<file path="config.mk">
export PLATFORM = sky130hd
export DESIGN_NAME = uno_seq_flat
export DESIGN_NICKNAME = d
export VERILOG_FILES = /design/src/rtl/uno_seq_if.sv /design/src/rtl/uno_seq.sv /design/src/flat_wrapper.sv
export SDC_FILE = /design/constraint.sdc
export NUM_CORES = 1
export LEC_CHECK = 0
export ABC_CLOCK_PERIOD_IN_PS = 4500
export BUFFER_PORTS_ARGS = -buffer_cell sky130_fd_sc_hd__buf_2
export CAP_MARGIN = 20
export CORE_MARGIN = 2
export CORE_UTILIZATION = 60
export CTS_CLUSTER_SIZE = 25
export DETAILED_ROUTE_END_ITERATION = 7
export PLACE_DENSITY = 0.82
export SLEW_MARGIN = 20
export SYNTH_ARGS = -nofsm -noshare
export SYNTH_HDL_FRONTEND = slang
export SYNTH_SLANG_ARGS = --single-unit
</file>
<file path="constraint.sdc">
create_clock -name clk -period 4.5 [get_ports clk]
set_input_delay 0.225 -clock clk [delete_from_list [all_inputs] [get_ports clk]]
set_output_delay 0.225 -clock clk [all_outputs]
set_load 0.05 [all_outputs]
</file>
<file path="src/rtl/uno_seq_if.sv">
// Request, coefficient-config, PE-control and response signals of the PE sequencer.
// master = request/PE side (drives requests, pe_result, rsp_ready); slave = uno_seq.
interface uno_seq_if #(
  parameter int MAC_BW = 12,
  parameter int LEN_BW = 8
);
  logic                  req_valid;
  logic                  req_ready;
  logic [1:0]            req_op;
  logic [LEN_BW-1:0]     req_len;
  logic                  cfg_we;
  logic [1:0]            cfg_op;
  logic [2:0]            cfg_idx;
  logic [MAC_BW-1:0]     cfg_data;
  logic                  cfg_ready;
  logic [1:0]            pe_op;
  logic [MAC_BW-1:0]     pe_coeff;
  logic                  pe_first;
  logic                  pe_last;
  logic                  pe_acc_en;
  logic                  opnd_pop;
  logic [2*MAC_BW-1:0]   pe_result;
  logic                  rsp_valid;
  logic                  rsp_ready;
  logic [2*MAC_BW-1:0]   rsp_data;

  modport master (
    output req_valid, req_op, req_len, cfg_we, cfg_op, cfg_idx, cfg_data,
           pe_result, rsp_ready,
    input  req_ready, cfg_ready, pe_op, pe_coeff, pe_first, pe_last,
           pe_acc_en, opnd_pop, rsp_valid, rsp_data
  );

  modport slave (
    input  req_valid, req_op, req_len, cfg_we, cfg_op, cfg_idx, cfg_data,
           pe_result, rsp_ready,
    output req_ready, cfg_ready, pe_op, pe_coeff, pe_first, pe_last,
           pe_acc_en, opnd_pop, rsp_valid, rsp_data
  );
endinterface

</file>
<file path="src/rtl/uno_seq.sv">
// Issue sequencer for the unified PE: drives MAC beats or Horner coefficient steps, captures the result.
// Latency 1+N+MAC_LAT (MAC) or 2+TERMS+MAC_LAT (nonlinear); one op in flight, rsp held until rsp_ready.
module uno_seq #(
  parameter int MAC_BW  = 12,
  parameter int TERMS   = 4,
  parameter int LEN_BW  = 8,
  parameter int MAC_LAT = 1
) (
  input  logic     clk,
  input  logic     rst_n,
  uno_seq_if.slave bus
);

  localparam int                IW      = $clog2(TERMS);
  localparam logic [3:0]        TERMS_W = 4'(TERMS);
  localparam logic [LEN_BW-1:0] LAST_K  = LEN_BW'(TERMS - 1);
  localparam logic [LEN_BW-1:0] LAST_D  = LEN_BW'(MAC_LAT - 1);

  typedef enum logic [2:0] {
    IDLE,
    ISSUE,
    FIN,
    DRAIN,
    RESP
  } state_t;

  state_t            state, state_nxt;
  logic [LEN_BW-1:0] cnt, cnt_nxt;
  logic [LEN_BW-1:0] last_beat;
  logic [1:0]        op_q;
  logic [MAC_BW-1:0] tbl [1:3][TERMS];
  logic              req_fire;
  logic              cfg_hit;
  logic              drain_done;

  assign req_fire   = (state == IDLE) && bus.req_valid;
  assign cfg_hit    = (state == IDLE) && bus.cfg_we && (bus.cfg_op != 2'b00) &&
                      ({1'b0, bus.cfg_idx} < TERMS_W);
  assign drain_done = (state == DRAIN) && (cnt == LAST_D);

  always_ff @(posedge clk or negedge rst_n) begin
    if (!rst_n) begin
      state <= IDLE;
      cnt   <= '0;
    end else begin
      state <= state_nxt;
      cnt   <= cnt_nxt;
    end
  end

  always_ff @(posedge clk or negedge rst_n) begin
    if (!rst_n) begin
      op_q         <= 2'b00;
      last_beat    <= '0;
      bus.rsp_data <= '0;
    end else begin
      if (req_fire) begin
        op_q      <= bus.req_op;
        // A zero-length MAC still runs one beat.
        last_beat <= (bus.req_len == '0) ? '0 : bus.req_len - 1'b1;
      end
      if (drain_done) begin
        bus.rsp_data <= bus.pe_result;
      end
    end
  end

  always_ff @(posedge clk or negedge rst_n) begin
    if (!rst_n) begin
      for (int r = 1; r <= 3; r++) begin
        for (int i = 0; i < TERMS; i++) begin
          tbl[r][i] <= '0;
        end
      end
    end else if (cfg_hit) begin
      tbl[bus.cfg_op][bus.cfg_idx[IW-1:0]] <= bus.cfg_data;
    end
  end

  always_comb begin
    state_nxt     = state;
    cnt_nxt       = cnt;
    bus.req_ready = 1'b0;
    bus.cfg_ready = 1'b0;
    bus.pe_op     = (state == IDLE) ? 2'b00 : op_q;
    bus.pe_coeff  = '0;
    bus.pe_first  = 1'b0;
    bus.pe_last   = 1'b0;
    bus.pe_acc_en = 1'b0;
    bus.opnd_pop  = 1'b0;
    bus.rsp_valid = 1'b0;

    case (state)
      IDLE: begin
        // Readies are forced low while reset is held, not just after it.
        bus.req_ready = rst_n;
        bus.cfg_ready = rst_n;
        if (bus.req_valid) begin
          state_nxt = ISSUE;
          cnt_nxt   = '0;
        end
      end

      ISSUE: begin
        if (op_q == 2'b00) begin
          bus.opnd_pop  = 1'b1;
          bus.pe_acc_en = (cnt != '0);
          if (cnt == last_beat) begin
            state_nxt = DRAIN;
            cnt_nxt   = '0;
          end else begin
            cnt_nxt = cnt + 1'b1;
          end
        end else begin
          bus.pe_coeff = tbl[op_q][cnt[IW-1:0]];
          bus.pe_first = (cnt == '0);
          bus.opnd_pop = (cnt == '0);
          if (cnt == LAST_K) begin
            state_nxt = FIN;
            cnt_nxt   = '0;
          end else begin
            cnt_nxt = cnt + 1'b1;
          end
        end
      end

      FIN: begin
        bus.pe_last = 1'b1;
        state_nxt   = DRAIN;
        cnt_nxt     = '0;
      end

      DRAIN: begin
        if (cnt == LAST_D) begin
          state_nxt = RESP;
          cnt_nxt   = '0;
        end else begin
          cnt_nxt = cnt + 1'b1;
        end
      end

      RESP: begin
        bus.rsp_valid = 1'b1;
        if (bus.rsp_ready) begin
          state_nxt = IDLE;
        end
      end

      default: begin
        state_nxt = IDLE;
        cnt_nxt   = '0;
      end
    endcase
  end

  a_first_last_excl: assert property (@(posedge clk) disable iff (!rst_n)
    !(bus.pe_first && bus.pe_last));

  a_acc_mac_only: assert property (@(posedge clk) disable iff (!rst_n)
    (bus.pe_op != 2'b00) |-> !bus.pe_acc_en);

endmodule

</file>
<file path="src/flat_wrapper.sv">
// flat-port wrapper written by rule: the top's interface ports become plain ports
module uno_seq_flat 
#(
  parameter int MAC_BW  = 12,
  parameter int TERMS   = 4,
  parameter int LEN_BW  = 8,
  parameter int MAC_LAT = 1
)
  (clk, rst_n, bus_req_valid, bus_req_op, bus_req_len, bus_cfg_we, bus_cfg_op, bus_cfg_idx, bus_cfg_data, bus_pe_result, bus_rsp_ready, bus_req_ready, bus_cfg_ready, bus_pe_op, bus_pe_coeff, bus_pe_first, bus_pe_last, bus_pe_acc_en, bus_opnd_pop, bus_rsp_valid, bus_rsp_data);
  uno_seq_if #(.MAC_BW(MAC_BW), .LEN_BW(LEN_BW)) bus_i ();
  input  logic clk;
  input  logic rst_n;
  input wire logic [$bits(bus_i.req_valid)-1:0] bus_req_valid;
  input wire logic [$bits(bus_i.req_op)-1:0] bus_req_op;
  input wire logic [$bits(bus_i.req_len)-1:0] bus_req_len;
  input wire logic [$bits(bus_i.cfg_we)-1:0] bus_cfg_we;
  input wire logic [$bits(bus_i.cfg_op)-1:0] bus_cfg_op;
  input wire logic [$bits(bus_i.cfg_idx)-1:0] bus_cfg_idx;
  input wire logic [$bits(bus_i.cfg_data)-1:0] bus_cfg_data;
  input wire logic [$bits(bus_i.pe_result)-1:0] bus_pe_result;
  input wire logic [$bits(bus_i.rsp_ready)-1:0] bus_rsp_ready;
  output wire logic [$bits(bus_i.req_ready)-1:0] bus_req_ready;
  output wire logic [$bits(bus_i.cfg_ready)-1:0] bus_cfg_ready;
  output wire logic [$bits(bus_i.pe_op)-1:0] bus_pe_op;
  output wire logic [$bits(bus_i.pe_coeff)-1:0] bus_pe_coeff;
  output wire logic [$bits(bus_i.pe_first)-1:0] bus_pe_first;
  output wire logic [$bits(bus_i.pe_last)-1:0] bus_pe_last;
  output wire logic [$bits(bus_i.pe_acc_en)-1:0] bus_pe_acc_en;
  output wire logic [$bits(bus_i.opnd_pop)-1:0] bus_opnd_pop;
  output wire logic [$bits(bus_i.rsp_valid)-1:0] bus_rsp_valid;
  output wire logic [$bits(bus_i.rsp_data)-1:0] bus_rsp_data;
  assign bus_i.req_valid = bus_req_valid;
  assign bus_i.req_op = bus_req_op;
  assign bus_i.req_len = bus_req_len;
  assign bus_i.cfg_we = bus_cfg_we;
  assign bus_i.cfg_op = bus_cfg_op;
  assign bus_i.cfg_idx = bus_cfg_idx;
  assign bus_i.cfg_data = bus_cfg_data;
  assign bus_i.pe_result = bus_pe_result;
  assign bus_i.rsp_ready = bus_rsp_ready;
  assign bus_req_ready = bus_i.req_ready;
  assign bus_cfg_ready = bus_i.cfg_ready;
  assign bus_pe_op = bus_i.pe_op;
  assign bus_pe_coeff = bus_i.pe_coeff;
  assign bus_pe_first = bus_i.pe_first;
  assign bus_pe_last = bus_i.pe_last;
  assign bus_pe_acc_en = bus_i.pe_acc_en;
  assign bus_opnd_pop = bus_i.opnd_pop;
  assign bus_rsp_valid = bus_i.rsp_valid;
  assign bus_rsp_data = bus_i.rsp_data;
  uno_seq #(.MAC_BW(MAC_BW), .TERMS(TERMS), .LEN_BW(LEN_BW), .MAC_LAT(MAC_LAT)) u_core (.clk(clk), .rst_n(rst_n), .bus(bus_i));
endmodule
</file>
# Yosys cells after proc, flatten, opt, wreduce, memory -nomap -nowiden
# Cells that the tools add are included.
# Widths: inputs -> output; s select.
# word_totals
register_bits	189
in_bits	56
output_inout_bits	45
elab_cells	94
# op_classes
addsub	2
order_cmp	7
n_eq_ne	11
muxes	37
bitwise	5
reduce_logical	15
# ops
op	count
$bwmux 144	1
$mux 48	3
$bmux 48 s2	1
$demux 48 s2	1
$mux 12	5
$mux 8	6
$pmux 8 s4	1
$bmux 12 s2	1
$demux 12 s2	1
$mux 3	6
$logic_not 8->1	2
$pmux 3 s5	1
$ge 3x3->1 const B	4
$not 2->3	4
$mux 1	9
$add 8x1->8 const B	1
$eq 8x2->1 const B	1
$eq 8x8->1	1
$reduce_bool 8->1	1
$sub 8x1->8 const B	1
$logic_and 1x1->1	7
$eq 3x2->1 const B	2
$lt 3x1->1 const B	2
$ne 2x2->1 const B	3
12 further kinds	12

# Longest topological paths before layout
# logic_depth
word_depth	9
ltp_mapped	10
ltp_nobuf	6

# Worst setup path after synthesis
# No wires, ideal clock.
# synth_path
path_kind	register to output
startpoint	register u_core.op_q[0]
endpoint	output bus_pe_coeff[6]
t_arrival_ns	2.474
required_time_ns	4.275
slack_ns	1.801
stages_incl_launch_ff	9
path_buffers	3
cell_sequence	dfrtp_1 > clkbuf_1 > nand2_1 > buf_2 > buf_2 > o22ai_1 > o21ai_0 > o21ai_0 > a211oi_1
# synth_between
elab_chain_len	9
word_cells_on_any_way	10
cone_classes	8 x mux; 1 x bitwise; 1 x reduce/logical
# synth_lines
element	line_no	text
from (decl)	uno_seq.sv:30	logic [1:0] op_q;
from (signal assigned)	uno_seq.sv:58	op_q <= bus.req_op;
$not 2->3 (implied by the code)	uno_seq.sv:115	bus.pe_coeff = tbl[op_q][cnt[IW-1:0]];
$bmux 48 s2	uno_seq.sv:115	
$mux 48 (implied by the code) (2 in series)	uno_seq.sv:115	
$bmux 12 s2	uno_seq.sv:115	
$mux 12 (implied by the code) (2 in series)	uno_seq.sv:115	
$mux 12 (*)	uno_seq.sv:105	if (op_q == 2'b00) begin
$mux 12 (*)	uno_seq.sv:93	case (state)
to (decl)	flat_wrapper.sv:25	output wire logic [$bits(bus_i.pe_coeff)-1:0] bus_pe_coeff;
# Mark *: on every way between the ends. The rest lies on a longest branch, timed or not. The select of a mux whose other input is x is not followed.

# Worst setup path in the final report
# layout_path
startpoint	register u_core.cnt[0]
endpoint	output bus_pe_coeff[11]
# layout_between
elab_chain_len	6
# layout_lines
element	line_no	text
from (decl)	uno_seq.sv:28	logic [LEN_BW-1:0] cnt, cnt_nxt;
from (signal assigned)	uno_seq.sv:47	cnt <= cnt_nxt;
$not 2->3 (implied by the code)	uno_seq.sv:115	
$bmux 12 s2	uno_seq.sv:115	
$mux 12 (implied by the code) (2 in series)	uno_seq.sv:115	
$mux 12	uno_seq.sv:105	
$mux 12	uno_seq.sv:93	
# No other way between the ends. The select of a mux whose other input is x is not followed.

==> results.json <==
{
  "cp_data_arrival_time_ns": 2.88,
  "synth_nets": 770,
  "ff_latch_area_um2": 4730,
  "syn-cell-area_um2": 8810,
  "vias": 6160,
  "whs_endpoint": "u_core.bus.rsp_data[15]",
  "hp-class": "input pin to flop",
  "hold_depth": 2,
  "grt_usage_pct": 26.7,
  "nFillCells": 982,
  "crit_path_end_kind": "primary output",
  "synth_area_leader_cell": "dfrtp_1",
  "drive_above_1_share_pct": 40.2,
  "skew_ns": 0.00435,
  "grt_pass1_wl_um": 33000,
  "clock_latency_ns": 0.43,
  "crit_type": "flop to primary output",
  "synthArstFlopShare_pct": 100,
  "path_clk_slew_ns": 0.07,
  "synth_common_cells": "dfrtp_1, mux2_2, o21ai_0, nand2_1, nor2_1",
  "clockBufferDepth": 2,
  "combinationalPowerShare_pct": 37.8,
  "n_antenna_cell": 0,
  "period_minus_slack_ns": 3.10,
  "p_seq_share_pct": 38.2,
  "status": "completed",
  "io_pins": 101,
  "worst_pin_slew_ns": 0.969,
  "fmax_ghz": 0.322,
  "cts_setup_buffers": 0,
  "hp-start": "bus_pe_result[15]",
  "worst_ep_required_time_ns": 4.28,
  "cap_violations": 0,
  "critPathMaxFanout": 52,
  "cts_hold_buffers": 9,
  "maxSlewHeadroom_pct": 35.4,
  "synth_top_area_share_pct": 53.7,
  "power.density_nw_per_um2": 667,
  "grt_max_degree": 78,
  "routed_wire_length_per_instance_um": 20.8,
  "crit_start": "u_core.cnt[0]",
  "worstRegToRegCells": 7,
  "synth_top_flop_cell": "dfrtp_1",
  "yosysWarningCount": 0,
  "numCtsBuffers": 17,
  "cts_tree": "done",
  "drtAntennaViolNets": 0,
  "synth-edff-count": 0,
  "finalMaxSlewViolations": 0,
  "finalHoldViolCount": 0,
  "fp.dieW_um": 125,
  "synth.top_cells.by_area": "dfrtp_1, mux2_2, mux2_1",
  "power_switching_mw": 2.61,
  "htreeDepth": 4,
  "drt_iter0_markers": 495,
  "post_cts_resized": 0,
  "syn-mean-instance-area_um2": 12.4,
  "clock_power_share_pct": 23.9,
  "via_per_inst": 6.23,
  "grt_pass1_vias": 6326,
  "ys_ff_latch": 189,
  "peakVddDrop_mv": 0.324,
  "port_buffers": 100,
  "tns_ns": 0,
  "r2r-end": "u_core.state[1]",
  "die_h_um": 125,
  "gp_congestion": 0.888,
  "antenna_found_initial": 1,
  "place_hpwl_um": 12700,
  "cts_sinks": 189,
  "firstDrtPassIters": 7,
  "rsz0062_at_grt": "no",
  "multi_input_area_um2": 3770,
  "placementRows": 44,
  "route.detailed.drc": 0,
  "dieArea_um2": 15700,
  "switching_share_pct": 38.8,
  "area_growth_syn_to_layout_pct": 14.4,
  "netlist_instances": 710,
  "ys_types": 48,
  "min_period_over_period_pct": 68.9,
  "post-synth-top-count-cell": "dfrtp_1",
  "leakage_nw": 4.84,
  "reg2reg_from": "u_core.cnt[0]",
  "root_buffer": "clkbuf_16",
  "fin_util_pct": 69.9,
  "finalNetCount": 851,
  "p_int_mw": 4.11,
  "core_area_um2": 14400,
  "ff2ff_setup_slack_ns": 1.74,
  "cp-start-kind": "flop",
  "routed_wl_um": 20600,
  "start_util_pct": 61.1,
  "overflow": 0,
  "setup-violations-final": 0,
  "ys_seq_area_share_pct": 53.7
}
-- registers in the layout, summed over array words and instances, names as in the netlist --
signal	count
u_core.state	3
u_core.cnt	8
u_core.last_beat	8
u_core.tbl	144
u_core.op_q	2
u_core.bus.rsp_data	24
-- power groups by stage --
stage / Combinational (mW) / Sequential (mW) / Clock [mW]
finish: 2.54 / 2.57 / 1.61
CTS: 2.54 / 2.56 / 1.62
detailed placement: 2.52 / 2.59 / 0
global placement: 2.44 / 2.55 / 0
floorplan: 1.63 / 2.84 / 0
global route: 2.72 / 2.63 / 1.69
-- worst max-delay path, stage by stage (launching register included) --
cell and delay [ns]:
dfrtp_2 1.00, buf_4 0.39, o221ai_1 0.15, o21ai_0 0.11
o21ai_0 0.11, a211oi_1 0.34, buf_2 0.33
-- layout by cell type, fill, tap and decap left out, types with 2 or more instances in the layout --
cell / n
dfrtp_1: 188
mux2_2: 166
buf_2: 99
o21ai_0: 39
nand2_1: 36
nor2_1: 35
o22ai_1: 31
mux2_1: 21
clkbuf_16: 17
o211ai_1: 16
o221ai_1: 16
a211oi_1: 14
nor3_1: 13
buf_4: 13
xor2_1: 10
dlygate4sd3_1: 9
a21oi_1: 8
nor2b_1: 7
inv_1: 6
xnor2_1: 4
ha_1: 4
bufinv_16: 4
and3b_1: 3
nor4_1: 3
clkbuf_8: 3
clkinv_2: 3
and3_1: 2
nor3b_4: 2
nand3_1: 2
or2_2: 2
clkbuf_1: 2
-- cells by family after synthesis --
group / after synthesis / synth area share [%]
DFF: 189 / 53.7
muxes: 188 / 24.0
and+or+nand+nor: 118 / 6.95
adders and majority gates: 4 / 0.568
AOI/OAI and AO/OA: 131 / 9.69
xor gates and xnor gates: 14 / 1.39
buffers and inverters: 66 / 3.71
-- worst max-delay path by stage --
stage,end,depth (start not counted)
after floorplan,bus_pe_coeff[6],8
after global placement,u_core.bus.rsp_data[3],6
after detailed placement,u_core.state[1],7
after CTS,bus_pe_coeff[11],6
after global routing,bus_pe_coeff[11],6
final,bus_pe_coeff[11],6
-- final cells by class --
class,instances,area share (%)
tap,184,2.28
timing repair buffer,122,6.89
clock buffer,22,4.71
sequential,189,46.9
multi-input combinational,455,37.4
inverter,6,0.223
clock inverter,10,1.59
-- routing by layer --
| metal | track usage (%) | share of wire [%] | vias to the layer above |
|---|---|---|---|
| li1 | - | - | 2734 |
| met3 | 5.61 | 6.3 | 44 |
| met1 | 35.8 | 43 | 3127 |
| met2 | 43.0 | 48 | 253 |
| met4 | 11.0 | 2.9 | 2 |
| met5 | 0 | 0.053 | - |
-- per-stage QoR --
stage	hold slack (ns)	area [um^2]	setup slack (ns)	total power, mW	instances
6_report	0.0114	10100	1.40	6.72	988
5_1_grt	0.00843	10100	1.24	7.05	988
4_1_cts	0.000120	10100	1.43	6.72	988
3_5_place_dp	0.299	9340	1.77	5.11	947
3_3_place_gp	0.280	9340	1.87	4.99	947
2_1_floorplan	-0.0706	8810	1.80	4.47	710
(Power assumes the default switching activity.)
